### config.mk
export PLATFORM = sky130hd
export DESIGN_NAME = retry_ctrl_flit_sched_flat
export DESIGN_NICKNAME = d
export VERILOG_FILES = /design/src/rtl/retry_ctrl_flit_sched_pkg.sv /design/src/rtl/retry_ctrl_flit_sched_if.sv /design/src/rtl/retry_ctrl_flit_sched_rr_arb2.sv /design/src/rtl/retry_ctrl_flit_sched.sv /design/src/flat_wrapper.sv
export SDC_FILE = /design/constraint.sdc
export NUM_CORES = 1
export LEC_CHECK = 0
export BUFFER_PORTS_ARGS = -buffer_cell sky130_fd_sc_hd__buf_2
export CAP_MARGIN = 20
export CORE_AREA = 3 3 40 42
export DETAILED_ROUTE_END_ITERATION = 6
export DIE_AREA = 0 0 43 45
export PLACE_DENSITY_LB_ADDON = 0.3
export SLEW_MARGIN = 40
export SYNTH_ARGS = -nofsm -noshare
export SYNTH_HDL_FRONTEND = slang
export SYNTH_HIERARCHICAL = 1
export SYNTH_SLANG_ARGS = --single-unit
### constraint.sdc
create_clock -name i_clk -period 5.7 [get_ports i_clk]
set_input_delay 1.14 -clock i_clk [delete_from_list [all_inputs] [get_ports i_clk]]
set_output_delay 1.14 -clock i_clk [all_outputs]
set_load 0.01 [all_outputs]
### src/rtl/retry_ctrl_flit_sched_pkg.sv
// Shared types for the link-layer retry control-flit scheduler: flit encodings,
// scheduler states and requester indices.
package retry_pkg;

  localparam int DEFAULT_NUM_FRAMES = 5;

  typedef enum logic [2:0] {
    CF_NONE      = 3'd0,
    CF_FRAME     = 3'd1,
    CF_RETRY_REQ = 3'd2,
    CF_RETRY_ACK = 3'd3,
    CF_LLCRD     = 3'd4
  } ctrl_flit_t;

  typedef enum logic [1:0] {
    ST_IDLE,
    ST_FRAME,
    ST_CTRL
  } sched_state_t;

  typedef enum logic [1:0] {
    REQ_ACK   = 2'd0,
    REQ_REQ   = 2'd1,
    REQ_LLCRD = 2'd2
  } req_idx_t;

  // Control flit that closes out a given requester's transfer.
  function automatic ctrl_flit_t flit_of(req_idx_t r);
    case (r)
      REQ_ACK:   return CF_RETRY_ACK;
      REQ_REQ:   return CF_RETRY_REQ;
      REQ_LLCRD: return CF_LLCRD;
      default:   return CF_NONE;
    endcase
  endfunction

endpackage

### src/rtl/retry_ctrl_flit_sched_if.sv
// Request / control-flit handshake bundle between the retry requesters, the
// TX packer and the scheduler (slave side).
interface retry_ctrl_flit_sched_if;
  import retry_pkg::*;

  logic       i_ack_req;
  logic       i_req_req;
  logic       i_llcrd_req;
  logic       i_phy_reinit;
  logic       i_tx_ready;
  logic       o_flit_valid;
  ctrl_flit_t o_flit_type;
  logic       o_ack_sent;
  logic       o_req_sent;
  logic       o_llcrd_sent;
  logic       o_data_grant;

  modport master (
    output i_ack_req, i_req_req, i_llcrd_req, i_phy_reinit, i_tx_ready,
    input  o_flit_valid, o_flit_type, o_ack_sent, o_req_sent, o_llcrd_sent,
           o_data_grant
  );

  modport slave (
    input  i_ack_req, i_req_req, i_llcrd_req, i_phy_reinit, i_tx_ready,
    output o_flit_valid, o_flit_type, o_ack_sent, o_req_sent, o_llcrd_sent,
           o_data_grant
  );

endinterface

### src/rtl/retry_ctrl_flit_sched_rr_arb2.sv
// Two-requester round-robin arbiter; the priority pointer moves only when the
// granted requester's transfer is confirmed via update.
module rr_arb2 (
  input  logic       clk,
  input  logic       rst,
  input  logic [1:0] req,
  input  logic       update,
  output logic [1:0] grant
);

  logic prefer_hi;  // 1: req[1] wins a tie

  // NOTE: sequential state uses non-blocking assignments so every flop samples
  // pre-edge values regardless of process ordering.
  always_ff @(posedge clk) begin
    if (rst)         prefer_hi <= 1'b0;
    else if (update) prefer_hi <= grant[0];
  end

  always_comb begin
    grant = req;
    if (&req) grant = prefer_hi ? 2'b10 : 2'b01;
  end

endmodule

### src/rtl/retry_ctrl_flit_sched.sv
// Shares the TX control-flit slot between RETRY.Ack, RETRY.Req and LLCRD;
// retry flits go out as atomic NUM_FRAMES x RETRY.Frame + control flit.
module retry_ctrl_flit_sched
  import retry_pkg::*;
#(
  parameter int NUM_FRAMES = DEFAULT_NUM_FRAMES
) (
  input  logic                    i_clk,
  input  logic                    i_rst,
  retry_ctrl_flit_sched_if.slave  bus
);

  localparam int              CW   = $clog2(NUM_FRAMES + 1);
  localparam logic [CW-1:0]   LAST = CW'(NUM_FRAMES - 1);

  sched_state_t  state, state_n;
  logic [CW-1:0] cnt, cnt_n;
  ctrl_flit_t    sel, sel_n;

  logic [1:0] rr_req, rr_grant;
  logic       rr_update;

  logic       flit_valid, ack_sent, req_sent, llcrd_sent, data_grant;
  ctrl_flit_t flit_type;

  // In CTRL the arbiter sees the sequence being closed, so update credits it.
  assign rr_req = (state == ST_CTRL) ? {sel == CF_RETRY_REQ, sel == CF_RETRY_ACK}
                                     : {bus.i_req_req, bus.i_ack_req};

  rr_arb2 u_rr (
    .clk    (i_clk),
    .rst    (i_rst),
    .req    (rr_req),
    .update (rr_update),
    .grant  (rr_grant)
  );

  // NOTE: only control state is reset; the output decode is purely combinational.
  always_ff @(posedge i_clk) begin
    if (i_rst) begin
      state <= ST_IDLE;
      cnt   <= '0;
      sel   <= CF_NONE;
    end else begin
      state <= state_n;
      cnt   <= cnt_n;
      sel   <= sel_n;
    end
  end

  // NOTE: every output of this block gets a default first, so no path infers a latch.
  always_comb begin
    state_n    = state;
    cnt_n      = cnt;
    sel_n      = sel;
    flit_valid = 1'b0;
    flit_type  = CF_NONE;
    ack_sent   = 1'b0;
    req_sent   = 1'b0;
    llcrd_sent = 1'b0;
    data_grant = 1'b0;
    rr_update  = 1'b0;

    unique case (state)
      ST_IDLE: begin
        if (rr_grant != 2'b00) begin
          sel_n   = flit_of(rr_grant[1] ? REQ_REQ : REQ_ACK);
          cnt_n   = '0;
          state_n = ST_FRAME;
        end else if (bus.i_llcrd_req) begin
          sel_n   = flit_of(REQ_LLCRD);
          state_n = ST_CTRL;
        end else begin
          data_grant = 1'b1;
        end
      end
      ST_FRAME: begin
        flit_valid = 1'b1;
        flit_type  = CF_FRAME;
        if (bus.i_tx_ready) begin
          cnt_n = cnt + CW'(1);
          if (cnt == LAST) state_n = ST_CTRL;
        end
      end
      ST_CTRL: begin
        flit_valid = 1'b1;
        flit_type  = sel;
        if (bus.i_tx_ready) begin
          ack_sent   = (sel == CF_RETRY_ACK);
          req_sent   = (sel == CF_RETRY_REQ);
          llcrd_sent = (sel == CF_LLCRD);
          rr_update  = (sel == CF_RETRY_ACK) || (sel == CF_RETRY_REQ);
          state_n    = ST_IDLE;
        end
      end
      default: state_n = ST_IDLE;
    endcase

    if (bus.i_phy_reinit) begin
      state_n = ST_IDLE;
      cnt_n   = '0;
      sel_n   = sel;
    end

    if (bus.i_phy_reinit || i_rst) begin
      flit_valid = 1'b0;
      flit_type  = CF_NONE;
      ack_sent   = 1'b0;
      req_sent   = 1'b0;
      llcrd_sent = 1'b0;
      data_grant = 1'b0;
      rr_update  = 1'b0;
    end
  end

  assign bus.o_flit_valid = flit_valid;
  assign bus.o_flit_type  = flit_type;
  assign bus.o_ack_sent   = ack_sent;
  assign bus.o_req_sent   = req_sent;
  assign bus.o_llcrd_sent = llcrd_sent;
  assign bus.o_data_grant = data_grant;

endmodule

### src/flat_wrapper.sv
// flat-port wrapper written by rule: the top's interface ports become plain ports
module retry_ctrl_flit_sched_flat import retry_pkg::*;
#(
  parameter int NUM_FRAMES = DEFAULT_NUM_FRAMES
)
  (i_clk, i_rst, bus_i_ack_req, bus_i_req_req, bus_i_llcrd_req, bus_i_phy_reinit, bus_i_tx_ready, bus_o_flit_valid, bus_o_flit_type, bus_o_ack_sent, bus_o_req_sent, bus_o_llcrd_sent, bus_o_data_grant);
  retry_ctrl_flit_sched_if bus_i ();
  input  logic i_clk;
  input  logic i_rst;
  input wire logic [$bits(bus_i.i_ack_req)-1:0] bus_i_ack_req;
  input wire logic [$bits(bus_i.i_req_req)-1:0] bus_i_req_req;
  input wire logic [$bits(bus_i.i_llcrd_req)-1:0] bus_i_llcrd_req;
  input wire logic [$bits(bus_i.i_phy_reinit)-1:0] bus_i_phy_reinit;
  input wire logic [$bits(bus_i.i_tx_ready)-1:0] bus_i_tx_ready;
  output wire logic [$bits(bus_i.o_flit_valid)-1:0] bus_o_flit_valid;
  output wire logic [$bits(bus_i.o_flit_type)-1:0] bus_o_flit_type;
  output wire logic [$bits(bus_i.o_ack_sent)-1:0] bus_o_ack_sent;
  output wire logic [$bits(bus_i.o_req_sent)-1:0] bus_o_req_sent;
  output wire logic [$bits(bus_i.o_llcrd_sent)-1:0] bus_o_llcrd_sent;
  output wire logic [$bits(bus_i.o_data_grant)-1:0] bus_o_data_grant;
  assign bus_i.i_ack_req = bus_i_ack_req;
  assign bus_i.i_req_req = bus_i_req_req;
  assign bus_i.i_llcrd_req = bus_i_llcrd_req;
  assign bus_i.i_phy_reinit = bus_i_phy_reinit;
  assign bus_i.i_tx_ready = bus_i_tx_ready;
  assign bus_o_flit_valid = bus_i.o_flit_valid;
  assign bus_o_flit_type = bus_i.o_flit_type;
  assign bus_o_ack_sent = bus_i.o_ack_sent;
  assign bus_o_req_sent = bus_i.o_req_sent;
  assign bus_o_llcrd_sent = bus_i.o_llcrd_sent;
  assign bus_o_data_grant = bus_i.o_data_grant;
  retry_ctrl_flit_sched #(.NUM_FRAMES(NUM_FRAMES)) u_core (.i_clk(i_clk), .i_rst(i_rst), .bus(bus_i));
endmodule
# Word-level counts from Yosys, hierarchy flattened
# Cells that the tools add are included.
# W data, S select, Z words.
[classes]
n_addsub = 1
n_eq_ne = 13
muxes = 36
n_bitwise = 1
n_reduce_logical = 13
[ops]
columns = ["operator", "count"]
rows = [
  ["$mux W1", 19],
  ["$mux W2", 8],
  ["$mux W3", 5],
  ["$pmux W3 S2", 2],
  ["$pmux W3 S3", 1],
  ["$eq A3 B2 Y1 const B", 2],
  ["$eq A3 B3 Y1 const B", 2],
  ["$pmux W2 S3", 1],
  ["$reduce_and A3 Y1", 2],
  ["$reduce_bool A2 Y1", 3],
  ["$eq A2 B1 Y1 const B", 2],
  ["$eq A2 B2 Y1 const B", 2],
  ["$logic_not A2 Y1", 2],
  ["$ne A2 B1 Y1 const B", 2],
  ["$ne A2 B2 Y1 const B", 2],
  ["$reduce_and A4 Y1", 1],
  ["$reduce_or A2 Y1", 2],
  ["$add A3 B1 Y3 const B", 1],
  ["$ne A3 B2 Y1 const B", 1],
  ["$logic_or A1 B1 Y1", 2],
  ["$reduce_and A2 Y1", 1],
  ["$not A1 Y1", 1],
]
[totals]
register_bits = 9
in_bits = 7
output_inout_bits = 8
wordCells = 68

# Logic depth before layout (Yosys ltp)
# Gate-level depths: netlist of run 1.
[depth]
ltp_word = 8
mapped_depth = 9
ltp_nobuf = 8

# Modules after synthesis
# The synthesis of run 1 kept the hierarchy.
[modules_own_cells]
columns = ["mod", "n_inst", "cells_per_inst", "area_each_um2", "seq_area_each_um2"]
rows = [
  ["retry_ctrl_flit_sched", 1, 80, 618.1, 160.2],
  ["rr_arb2", 1, 7, 67.6, 20.0],
]

# Worst setup path before layout of run 1
# Ideal clock, no wire load.
[synth_path]
path_type = "input-to-output"
start = "input bus_i_req_req"
end = "output bus_o_data_grant"
t_arrival_ps = 2336
t_required_ps = 4560
setup_slack_ps = 2224
path_stages = 4
path_buffers = 0
cell_sequence = "mux2_2 -> a21boi_0 -> or4b_1 -> nor2_1"
[synth_via]
elab_chain_len = 7
[synth_lines]
columns = ["item", "line_no", "text"]
rows = [
  ["start: declaration", "flat_wrapper.sv:11", "input wire logic [$bits(bus_i.i_req_req)-1:0] bus_i_req_req;"],
  ["$mux W2 (*)", "retry_ctrl_flit_sched.sv:27", "assign rr_req = (state == ST_CTRL) ? {sel == CF_RETRY_REQ, sel == CF_RETRY_ACK}"],
  ["$reduce_and A2 Y1", "retry_ctrl_flit_sched_rr_arb2.sv:22", "if (&req) grant = prefer_hi ? 2'b10 : 2'b01;"],
  ["$mux W2 (*)", "retry_ctrl_flit_sched_rr_arb2.sv:22", ""],
  ["via u_core.rr_grant[1]", "retry_ctrl_flit_sched.sv:20", "logic [1:0] rr_req, rr_grant;"],
  ["$reduce_bool A2 Y1 (*)", "retry_ctrl_flit_sched.sv:66", "if (rr_grant != 2'b00) begin"],
  ["$mux W1 (*)", "retry_ctrl_flit_sched.sv:66", ""],
  ["$mux W1 (*)", "retry_ctrl_flit_sched.sv:64", "unique case (state)"],
  ["$mux W1 (*)", "retry_ctrl_flit_sched.sv:105", "if (bus.i_phy_reinit || i_rst) begin"],
  ["end: declaration", "flat_wrapper.sv:20", "output wire logic [$bits(bus_i.o_data_grant)-1:0] bus_o_data_grant;"],
]
# Mark *: on every way through the listed nets, which the timed path passes. The rest lies on a longest branch.

# Worst setup path in the final report of run 1
[layout_path]
start = "input bus_i_req_req"
end = "output bus_o_data_grant"
[layout_via]
elab_chain_len = 7
[layout_lines]
columns = ["item", "line_no"]
rows = [
  ["$mux W2 (*)", "retry_ctrl_flit_sched.sv:27"],
  ["via u_core.rr_req[1]", "retry_ctrl_flit_sched.sv:20"],
  ["$reduce_and A2 Y1", "retry_ctrl_flit_sched_rr_arb2.sv:22"],
  ["$mux W2 (*)", "retry_ctrl_flit_sched_rr_arb2.sv:22"],
  ["via u_core.rr_grant[1]", "retry_ctrl_flit_sched.sv:20"],
  ["$reduce_bool A2 Y1 (*)", "retry_ctrl_flit_sched.sv:66"],
  ["$mux W1 (*)", "retry_ctrl_flit_sched.sv:66"],
  ["$mux W1 (*)", "retry_ctrl_flit_sched.sv:64"],
  ["$mux W1 (*)", "retry_ctrl_flit_sched.sv:105"],
]
# Marks and branches as above.

==> PnR_summary.wiki, run 1 <==
{| class="wikitable"
! Metric !! Value
|-
| Std-Cell Rows || 13
|-
| Largest clock skew in the final design || about 0.0043 ns
|-
| Power density over cell area || 209 nW/um2
|-
| Cells resized by post-CTS repair || 0
|-
| Switching fraction of total power || 0.319
|-
| Source of the critical timing path || bus_i_req_req
|-
| Cell-internal power || around 0.00011 W
|-
| Largest net degree at the start of global routing || 11
|-
| CTS hold repair buffers || 0
|-
| Total gr overflow || 0
|-
| Comb pwr share || 0.264
|-
| Total routing resource utilization after global routing || 0.180
|-
| Post-CTS setup buffer count || 0
|-
| Final #Nets || 115
|-
| DRC violations left || 0
|-
| Share of synthesized area occupied by flip-flops and latches || 0.263
|-
| Fraction of synthesized cell area taken by the top area cell type || 0.263
|-
| Number of cells produced by synthesis || 87
|-
| Vertical die dimension || around 45 um
|-
| Total power consumption of the routed design || 0.000165 W
|-
| Die Footprint || 1940 um2
|-
| RSZ-0062 raised after global routing || no
|-
| Global-route wire length before repair || between 2000 and 3000 um
|-
| Portion of total power attributed to sequential cells || 0.419
|-
| Count of input and output buffers || 14
|-
| Clock Pin Slew Worst Setup and Hold Paths || 0.06 ns
|-
| Share of the core filled with cells || 0.614
|-
| CTS Buf Count || 3
|-
| Worst Max-Slew Pin Slew || 0.722 ns
|-
| Mapped cell area || 686 um2
|-
| Number of distinct library cells after synthesis || 35
|-
| Mapped Avg Cell Area || 7.88 um2
|-
| Number of warnings reported in the yosys synthesis log || 6
|-
| Commonest non-fill, non-tap cells in the layout || buf_2 (14), dfxtp_1 (9), inv_1 (8), nor2_1 (6), a21oi_1 (6)
|-
| Synthesized Nets || between 90 and 100
|-
| Detailed-route vias per instance || roughly 5.9
|-
| Top-level port count || 15
|-
| TritonCTS clock tree || yes
|-
| Count of final hold-check violations || 0
|-
| Clock Sink Count || 9
|-
| Type of the worst setup path || in2out
|-
| Number of pins with negative max-slew slack in the final report || 0
|-
| Max Clock Freq || between 200 and 300 MHz
|-
| Worst Hold Class || reg2reg
|-
| Relative max-transition margin || 0.514
|-
| Worst IR drop on VDD || around 0.1 mV
|-
| Core area || between 1000 and 1500 um2
|-
| Result of the run || completed
|-
| Most area-consuming cells after synthesis || dfxtp_1 (26%), ha_1 (9.1%), nor2b_1 (4.6%)
|-
| Data arrival time of the worst path || between 2 and 3 ns
|-
| Worst Path Required || 4.56 ns
|-
| Relative contribution of the clock network to total power || 0.316
|-
| Hold Crit Start || u_core/cnt[1]$_SDFFE_PN0P_
|-
| Antenna violations before repair || 0
|-
| Routed wire length per instance || 13.4 um
|-
| Number of violations reported at the end of detailed-routing iteration 0 || 25
|-
| Total of endpoints with negative setup slack in the final report || 0
|-
| Number of max-cap violations || 0
|-
| Minimum clock period after layout || 3.70 ns
|-
| Vias || 686
|-
| Aggregate negative setup slack || 0 ns
|-
| Max Root-Sink Buffers || 2
|-
| Placed wire-length estimate || 1170 um
|-
| Share of final-layout standard cells stronger than drive strength 1 || 0.216
|-
| Tcrit/Tclk final || 0.650
|-
| Vias in the first global route || 596
|-
| Switching pwr || between 0.00005 and 0.00006 W
|-
| Area added between synthesis and finish || 15.1%
|-
| Routed wire length || 1560 um
|-
| Synth area leader || dfxtp_1
|-
| Number of detailed-routing iterations run before antenna repair || 4
|-
| Worst reg2reg path startpoint || u_core/state[0]$_SDFFE_PN0P_
|-
| Latest clock arrival within the worst-skew pair || 0.27 ns
|-
| Initial cell density of the core || 0.534
|-
| CP endpoint kind || output pin
|-
| Number of H-tree levels || 1
|-
| Placer Congestion || 0.770
|-
| Largest fanout on the critical path || 7
|-
| Antenna diode instance count || 0
|-
| Leakage Power || 0.345 nW
|-
| Critical path startpoint category || input port
|-
| Most common library cell in the layout ignoring fill and taps || buf_2
|-
| Count of antenna-violating nets left after detailed routing || 0
|-
| Die Width || 43 um
|-
| Library cell used as clock root buffer || clkbuf_4
|-
| Yosys reg bits || 9
|}
==> synth_stat cells <==
cell,number
nand3b_1,1
and2_1,2
and3_1,3
a21bo_2,1
o22ai_1,1
dfxtp_1,9
o21a_1,1
o21ai_0,5
a21boi_0,1
o21bai_1,1
o2111a_1,1
or2_1,1
nor2_1,6
nand2b_1,1
a21oi_1,6
a31o_1,1
inv_1,8
or2b_1,2
o31ai_1,1
nand3_1,1
a31oi_1,3
nor3_1,2
ha_1,5
nand2_1,4
nand4_1,1
clkbuf_1,3
nor3b_1,2
a21boi_2,1
o211ai_1,1
nor3b_2,2
nor4_1,1
nor2b_1,5
mux2_2,1
or3b_1,1
or4b_1,2
==> worst max-delay path, stage by stage <==
cell	delay, ns
buf_2	0.10
mux2_2	0.27
a21boi_0	0.22
or4b_1	0.60
nor2_1	0.10
buf_2	0.13
==> kinds of logic after synthesis <==
logic type	synth area share
adder cells (fa/ha/maj)	0.0912
buffers and inverters	0.0602
flip-flops	0.263
AO/OA/AOI/OAI	0.232
multiplexers	0.0164
AND/OR/NAND/NOR	0.338
==> metrics by stage <==
step | area, um2 | hold slack [ns] | instances | setup WS (ns)
detailed placement | 763 | 0.488 | 113 | 2.00
global route | 790 | 0.535 | 117 | 1.94
global placement | 763 | 0.475 | 113 | 2.02
finish | 790 | 0.492 | 117 | 2.00
CTS | 790 | 0.497 | 117 | 2.00
floorplan | 686 | 0.461 | 87 | 2.22
==> power by group through the flow <==
stage	Combinational, W	Clock (W)	Sequential (W)
detailed placement	0.0000432	0	0.0000707
floorplan	0.0000324	0	0.0000697
global route	0.0000487	0.0000566	0.0000697
global placement	0.0000422	0	0.0000705
finish	0.0000436	0.0000522	0.0000692
CTS	0.0000433	0.0000542	0.0000692
==> worst paths after layout <==
path | end | slack, ns | depth (start not counted)
setup / recovery | bus_o_data_grant | 2.00 | 6
hold / removal | u_core/cnt[1]$_SDFFE_PN0P_ | 0.49 | 2
setup reg to reg | u_core/cnt[2]$_SDFFE_PN0P_ | 3.18 | 7
hold reg to reg | u_core/cnt[1]$_SDFFE_PN0P_ | 0.49 | 2
==> final cells by class <==
class | instances | area (um2)
clock buffer | 4 | 26.3
inverter | 8 | 30.0
timing repair buffer | 14 | 70.1
tap | 15 | 18.8
sequential | 9 | 180
fill | 122 | 495
multi-input combinational | 67 | 464
==> registers in the layout (all words and copies together), names as in the netlist <==
| register | count |
|---|---|
| u_core/sel | 3 |
| u_core/cnt | 3 |
| u_core/state | 2 |
| u_core/u_rr/prefer_hi | 1 |
==> per-layer routing <==
layer,vias up,global-route usage,share of wire
met5,-,0,0
met4,0,0.114,0.017
met3,4,0.0239,0.067
met2,28,0.243,0.44
met1,309,0.264,0.48
li1,345,-,-
Power figures use the tool's default switching activity.
==> run 2: changes to the inputs <==
--- a/config.mk
+++ b/config.mk
@@ -7,9 +7,9 @@
 export LEC_CHECK = 0
 export BUFFER_PORTS_ARGS = -buffer_cell sky130_fd_sc_hd__buf_2
 export CAP_MARGIN = 20
-export CORE_AREA = 3 3 40 42
+export CORE_MARGIN = 3
+export CORE_UTILIZATION = 51
 export DETAILED_ROUTE_END_ITERATION = 6
-export DIE_AREA = 0 0 43 45
 export PLACE_DENSITY_LB_ADDON = 0.3
 export SLEW_MARGIN = 40
 export SYNTH_ARGS = -nofsm -noshare
==> constraint.sdc (replaced) <==
create_clock -name i_clk -period 3.6 [get_ports i_clk]
set_input_delay 0.72 -clock i_clk [delete_from_list [all_inputs] [get_ports i_clk]]
set_output_delay 0.72 -clock i_clk [all_outputs]
set_load 0.01 [all_outputs]
==> PnR_summary.wiki, run 2 (synthesis gave the netlist of run 1 again) <==
{| class="wikitable"
! Metric !! Value
|-
| Total of fill cells in the finished design || 113 (-7.4%)
|-
| Antenna diode instance count || 0 (unchanged)
|-
| Vertical die dimension || 42.7 um (-5.2%)
|-
| Cell total after placement || 112 (-0.88%)
|-
| Detailed-route vias per instance || 5.53 (-5.8%)
|-
| Data arrival time of the worst path || 2.45 ns (-0.11 ns)
|-
| Reg-to-reg setup timing slack || 1.01 ns (-2.17 ns)
|-
| Cells resized by post-CTS repair || 0 (unchanged)
|-
| Sequential cell area || 180 um2 (unchanged)
|-
| Worst Max-Slew Pin Slew || 0.790 ns (+0.0678 ns)
|-
| Number of detailed-routing iterations run before antenna repair || 4 (unchanged)
|-
| Largest net degree at the start of global routing || 11 (unchanged)
|-
| Clock Sink Count || 9 (unchanged)
|-
| Aggregate negative setup slack || 0 ns (unchanged)
|-
| Relative max-transition margin || 0.469 (-0.0456)
|-
| Post-CTS setup buffer count || 0 (unchanged)
|-
| Count of input and output buffers || 14 (unchanged)
|-
| Std-Cell Rows || 12 (-1)
|-
| Total routing resource utilization after global routing || 0.172 (-0.00783)
|-
| Worst reg2reg path startpoint || u_core/state[0]$_SDFFE_PN0P_
|-
| Max Root-Sink Buffers || 2 (unchanged)
|-
| Total gr overflow || 0 (unchanged)
|-
| Routed wire length || 1550 um (-0.58%)
|-
| Die Width || 42.7 um (-0.78%)
|-
| Number of max-cap violations || 0 (unchanged)
|-
| Area added between synthesis and finish || 15.0%
|-
| Clock Pin Slew Worst Setup and Hold Paths || 0.07 ns (about the same)
|-
| Placed wire-length estimate || 1190 um (+2.2%)
|-
| Vias || 641 (-6.6%)
|-
| CTS hold repair buffers || 0 (unchanged)
|-
| Core area || 1190 um2 (-7.7%)
|-
| TritonCTS clock tree || yes
|-
| Minimum clock period after layout || 3.17 ns
|-
| Tcrit/Tclk final || 0.880
|-
| Latest clock arrival within the worst-skew pair || 0.26 ns (about the same)
|-
| Library cell used as clock root buffer || clkbuf_4
|-
| Largest fanout on the critical path || 8 (+1)
|-
| Leakage Power || 0.345 nW (unchanged)
|-
| Commonest non-fill, non-tap cells in the layout || buf_2 (14), dfxtp_1 (9), inv_1 (8), nor2_1 (6), a21oi_1 (6)
|-
| Worst Hold Class || reg2reg
|-
| Area of the multi-input gates || 464 um2 (unchanged)
|-
| Final #Nets || 115 (unchanged)
|-
| RSZ-0062 raised after global routing || no
|-
| Vias in the first global route || 573 (-3.9%)
|-
| Number of H-tree levels || 1 (unchanged)
|-
| Share of final-layout standard cells stronger than drive strength 1 || 0.216 (unchanged)
|-
| Most common library cell in the layout ignoring fill and taps || buf_2
|-
| Die Footprint || 1820 um2 (-5.9%)
|-
| Final non-filler cell total || 116 (-0.85%)
|-
| Total of endpoints with negative setup slack in the final report || 0 (unchanged)
|-
| Antenna violations before repair || 0 (unchanged)
|-
| Count of antenna-violating nets left after detailed routing || 0 (unchanged)
|-
| Max Clock Freq || 316 MHz
|-
| Largest clock skew in the final design || 0.00321 ns (-0.00114 ns)
|-
| Number of cells on the worst hold path || 2 (unchanged)
|-
| Hold-critical path endpoint || u_core/cnt[1]$_SDFFE_PN0P_
|-
| Routed wire length per instance || 13.4 um (+0.28%)
|-
| Top-level port count || 15 (unchanged)
|-
| Worst IR drop on VDD || 0.285 mV (+180%)
|-
| Number of pins with negative max-slew slack in the final report || 0 (unchanged)
|-
| Number of violations reported at the end of detailed-routing iteration 0 || 11 (-56%)
|-
| Placer Congestion || 0.798 (+3.7%)
|-
| Count of final hold-check violations || 0 (unchanged)
|-
| DRC violations left || 0 (unchanged)
|-
| Endpoint of the worst-slack reg-to-reg timing path || u_core/cnt[2]$_SDFFE_PN0P_
|-
| Initial cell density of the core || 0.578 (+0.0445)
|-
| Hold Crit Start || u_core/cnt[1]$_SDFFE_PN0P_
|-
| Power density over cell area || 331 nW/um2 (+58%)
|-
| Count of cells along the worst register-to-register path || 7 (unchanged)
|-
| Result of the run || completed
|-
| Critical path startpoint category || flip-flop
|-
| Global-route wire length before repair || 2450 um (-7.1%)
|-
| CTS Buf Count || 3 (unchanged)
|-
| Type of the worst setup path || reg2out
|-
| CP endpoint kind || output pin
|-
| Registers with the most flip-flops || u_core/cnt x3, u_core/sel x3, u_core/state x2
|-
| Worst Path Required || 2.88 ns (-1.68 ns)
|}
==> run 2: cell counts in the layout (fill, tap and decap cells not counted) <==
Identical to the previous run, type by type.
==> run 2: power by group <==
group / leakage [nW] / internal (W) / switching [W]
clock network: 0.0150 / 0.0000427 / 0.0000396
logic: 0.257 / 0.0000303 / 0.0000388
registers: 0.0732 / 0.000105 / 0.00000493
total: 0.345 / 0.000178 / 0.0000833
==> run 2: worst max-delay path, cell delays in order, from the launching register on <==
cell	delay (ns)
dfxtp_1	0.31
inv_1	0.10
ha_1	0.31
mux2_2	0.39
a21boi_0	0.24
or4b_1	0.61
nor2_1	0.10
buf_2	0.13
==> run 2: final cells by class <==
class / instances / share of cell area
Sequential cell: 9 / 0.229
Tap cell: 14 / 0.0222
Clock buffer: 4 / 0.0333
Inverter: 8 / 0.0381
Multi-Input combinational cell: 67 / 0.589
Timing Repair Buffer: 14 / 0.0889
==> run 2: stage by stage <==
step	util	worst slack, ns	hold WS [ns]	total power [W]	area (um2)
6_report	0.665	0.434	0.516	0.000261	788
5_1_grt	0.665	0.257	0.536	0.000279	788
4_1_cts	0.665	0.447	0.512	0.000261	788
3_5_place_dp	0.642	0.741	0.503	0.000180	762
3_3_place_gp	0.642	0.768	0.480	0.000179	762
2_1_floorplan	-	0.856	0.461	0.000162	686
==> run 2: routing by layer <==
layer / vias up / global-route usage / part of all wire
met5: - / 0 / 0
met4: 0 / 0.0373 / 0.0058
met3: 2 / 0.0381 / 0.063
met2: 26 / 0.278 / 0.45
met1: 275 / 0.230 / 0.48
li1: 338 / - / -
==> run 2: worst max-delay path by stage <==
stage	from	end	cells past startpoint
after floorplan	u_core/state[0]$_SDFFE_PN0P_	bus_o_data_grant	7
after global placement	bus_i_req_req	bus_o_data_grant	6
after detailed placement	u_core/state[0]$_SDFFE_PN0P_	bus_o_data_grant	7
after CTS	u_core/state[0]$_SDFFE_PN0P_	bus_o_data_grant	7
after global routing	u_core/state[0]$_SDFFE_PN0P_	bus_o_data_grant	7
final	u_core/state[0]$_SDFFE_PN0P_	bus_o_data_grant	7
==> run 3: changes to the inputs <==
--- a/config.mk
+++ b/config.mk
@@ -7,8 +7,10 @@
 export LEC_CHECK = 0
 export BUFFER_PORTS_ARGS = -buffer_cell sky130_fd_sc_hd__buf_2
 export CAP_MARGIN = 20
+export CELL_PAD_IN_SITES_DETAIL_PLACEMENT = 0
+export CELL_PAD_IN_SITES_GLOBAL_PLACEMENT = 1
 export CORE_MARGIN = 3
-export CORE_UTILIZATION = 51
+export CORE_UTILIZATION = 37
 export DETAILED_ROUTE_END_ITERATION = 6
 export PLACE_DENSITY_LB_ADDON = 0.3
 export SLEW_MARGIN = 40
==> PnR_summary.wiki, run 3 (synthesis gave the netlist of run 1 again) <==
{| class="wikitable"
! Metric !! Value
|-
| Number of detailed-routing iterations run before antenna repair || 5 (+1)
|-
| Commonest non-fill, non-tap cells in the layout || buf_2 (14), dfxtp_1 (9), inv_1 (8), nor2_1 (6), a21oi_1 (6)
|-
| Source of the critical timing path || u_core/state[0]$_SDFFE_PN0P_
|-
| Largest fanout on the critical path || 8 (unchanged)
|-
| Clock Pin Slew Worst Setup and Hold Paths || 0.06 ns (about the same)
|-
| Routed wire length per instance || 11.9 um (-11%)
|-
| Relative max-transition margin || 0.532 (+0.0636)
|-
| Total of fill cells in the finished design || 171 (+51%)
|-
| Count of final hold-check violations || 0 (unchanged)
|-
| Clock Sink Count || 9 (unchanged)
|-
| Hold Crit Start || u_core/cnt[1]$_SDFFE_PN0P_
|-
| Share of final-layout standard cells stronger than drive strength 1 || 0.216 (unchanged)
|-
| Total routing resource utilization after global routing || 0.142 (-0.0300)
|-
| Leakage Power || 0.345 nW (unchanged)
|-
| Antenna diode instance count || 0 (unchanged)
|-
| Largest net degree at the start of global routing || 11 (unchanged)
|-
| Type of the worst setup path || reg2out
|-
| Comb pwr share || 0.265 (about the same)
|-
| Minimum clock period after layout || 3.14 ns (-0.0213 ns)
|-
| Final #Nets || 115 (unchanged)
|-
| Share of the core filled with cells || 0.492 (-0.173)
|-
| Vertical die dimension || 49.0 um (+15%)
|-
| Worst IR drop on VDD || 0.174 mV (-39%)
|-
| Portion of total power attributed to sequential cells || 0.425 (+0.005)
|-
| Total of endpoints with negative setup slack in the final report || 0 (unchanged)
|-
| Antenna violations before repair || 0 (unchanged)
|-
| Power density over cell area || 322 nW/um2 (-2.7%)
|-
| Number of H-tree levels || 1 (unchanged)
|-
| Latest clock arrival within the worst-skew pair || 0.27 ns (about the same)
|-
| Worst Hold Class || reg2reg
|-
| Most common library cell in the layout ignoring fill and taps || buf_2
|-
| Worst Path Required || 2.88 ns (about the same)
|-
| Die Width || 49.0 um (+15%)
|-
| Cells resized by post-CTS repair || 0 (unchanged)
|-
| Switching fraction of total power || 0.311 (-0.00777)
|-
| Global-route wire length before repair || 2740 um (+12%)
|-
| Top-level port count || 15 (unchanged)
|-
| Cell chain of the critical path || inv_1, ha_1, mux2_2, a21boi_0, or4b_1, nor2_1, buf_2
|-
| Critical path startpoint category || flip-flop
|-
| Initial cell density of the core || 0.421 (-0.157)
|-
| Placed wire-length estimate || 1150 um (-3.3%)
|-
| Worst reg2reg path startpoint || u_core/state[0]$_SDFFE_PN0P_
|-
| Area added between synthesis and finish || 16.8%
|-
| Std-Cell Rows || 14 (+2)
|-
| TritonCTS clock tree || yes
|-
| DRC violations left || 0 (unchanged)
|-
| Number of violations reported at the end of detailed-routing iteration 0 || 10 (-1)
|-
| Max Clock Freq || 318 MHz (+0.68%)
|-
| CP endpoint kind || output pin
|-
| Cell-internal power || 0.000178 W (about the same)
|-
| Largest clock skew in the final design || 0.00423 ns (+0.00102 ns)
|-
| Routed wire length || 1500 um (-3.2%)
|-
| CTS hold repair buffers || 0 (unchanged)
|-
| Cell with the largest stage delay on the worst path || or4b_1
|-
| Library cell used as clock root buffer || clkbuf_4
|-
| CTS Buf Count || 3 (unchanged)
|-
| Switching pwr || 0.0000804 W (-3.5%)
|-
| Placer Congestion || 0.738 (-7.6%)
|-
| Vias || 650 (+1.4%)
|-
| RSZ-0062 raised after global routing || no
|-
| Detailed-route vias per instance || 5.16 (-6.6%)
|-
| Registers with the most flip-flops || u_core/cnt x3, u_core/sel x3, u_core/state x2
|-
| Vias in the first global route || 609 (+6.3%)
|-
| Data arrival time of the worst path || 2.42 ns (-0.03 ns)
|-
| Core area || 1630 um2 (+37%)
|-
| Crit path largest cell delay || 0.59 ns (-0.02 ns)
|-
| Aggregate negative setup slack || 0 ns (unchanged)
|-
| Result of the run || completed
|-
| Number of pins with negative max-slew slack in the final report || 0 (unchanged)
|-
| Relative contribution of the clock network to total power || 0.309 (-0.006)
|-
| Worst Max-Slew Pin Slew || 0.696 ns (-0.0946 ns)
|-
| Number of max-cap violations || 0 (unchanged)
|-
| Max Root-Sink Buffers || 2 (unchanged)
|-
| Count of input and output buffers || 14 (unchanged)
|-
| Count of antenna-violating nets left after detailed routing || 0 (unchanged)
|-
| Total gr overflow || 0 (unchanged)
|-
| Tcrit/Tclk final || 0.874 (-0.00592)
|-
| Post-CTS setup buffer count || 0 (unchanged)
|-
| Die Footprint || 2410 um2 (+32%)
|}
[run 3: final cells by class]
class | instances | area, um2 | area share
tap | 24 | 30.0 | 0.0375
clock buffer | 4 | 26.3 | 0.0328
inverter | 8 | 30.0 | 0.0375
sequential | 9 | 180 | 0.225
timing repair buffer | 14 | 70.1 | 0.0875
multi-input combinational | 67 | 464 | 0.580
[run 3: power by group through the flow]
| stage | sequential (W) | clock [W] | combinational (W) |
|---|---|---|---|
| detailed placement | 0.000112 | 0 | 0.0000686 |
| finish | 0.000110 | 0.0000799 | 0.0000685 |
| global route | 0.000111 | 0.0000882 | 0.0000784 |
| global placement | 0.000112 | 0 | 0.0000681 |
| floorplan | 0.000110 | 0 | 0.0000512 |
| CTS | 0.000110 | 0.0000848 | 0.0000688 |
[run 3: critical path: cells and delay by family (launching register included)]
family                   cells  cell delay [ns]
multiplexers                 1             0.39
flip-flops                   1             0.31
adder cells (fa/ha/maj)      1             0.33
AO/OA/AOI/OAI                1             0.22
AND/OR/NAND/NOR              2             0.69
buffers and inverters        2             0.22
[run 3: metal layers]
| layer | GRT usage | vias up | share of wire |
|---|---|---|---|
| met1 | 0.208 | 294 | 0.53 |
| met3 | 0.0214 | 5 | 0.040 |
| li1 | - | 338 | - |
| met2 | 0.190 | 13 | 0.40 |
| met5 | 0 | - | 0 |
| met4 | 0.0853 | 0 | 0.025 |
[run 3: per-stage QoR]
stage	cell area [um2]	power [W]	hold slack (ns)	cells	setup slack [ns]
after floorplan	686	0.000162	0.461	87	0.856
after global placement	774	0.000180	0.482	122	0.759
after detailed placement	774	0.000181	0.484	122	0.728
after CTS	801	0.000263	0.493	126	0.428
after global routing	801	0.000277	0.524	126	0.293
final	801	0.000258	0.495	126	0.455
[run 3: worst paths after layout]
check	to	slack [ns]	cells after the start
hold / removal	u_core/cnt[1]$_SDFFE_PN0P_	0.49	2
hold reg to reg	u_core/cnt[1]$_SDFFE_PN0P_	0.49	2
setup reg to reg	u_core/cnt[2]$_SDFFE_PN0P_	1.11	7
setup / recovery	bus_o_data_grant	0.46	7
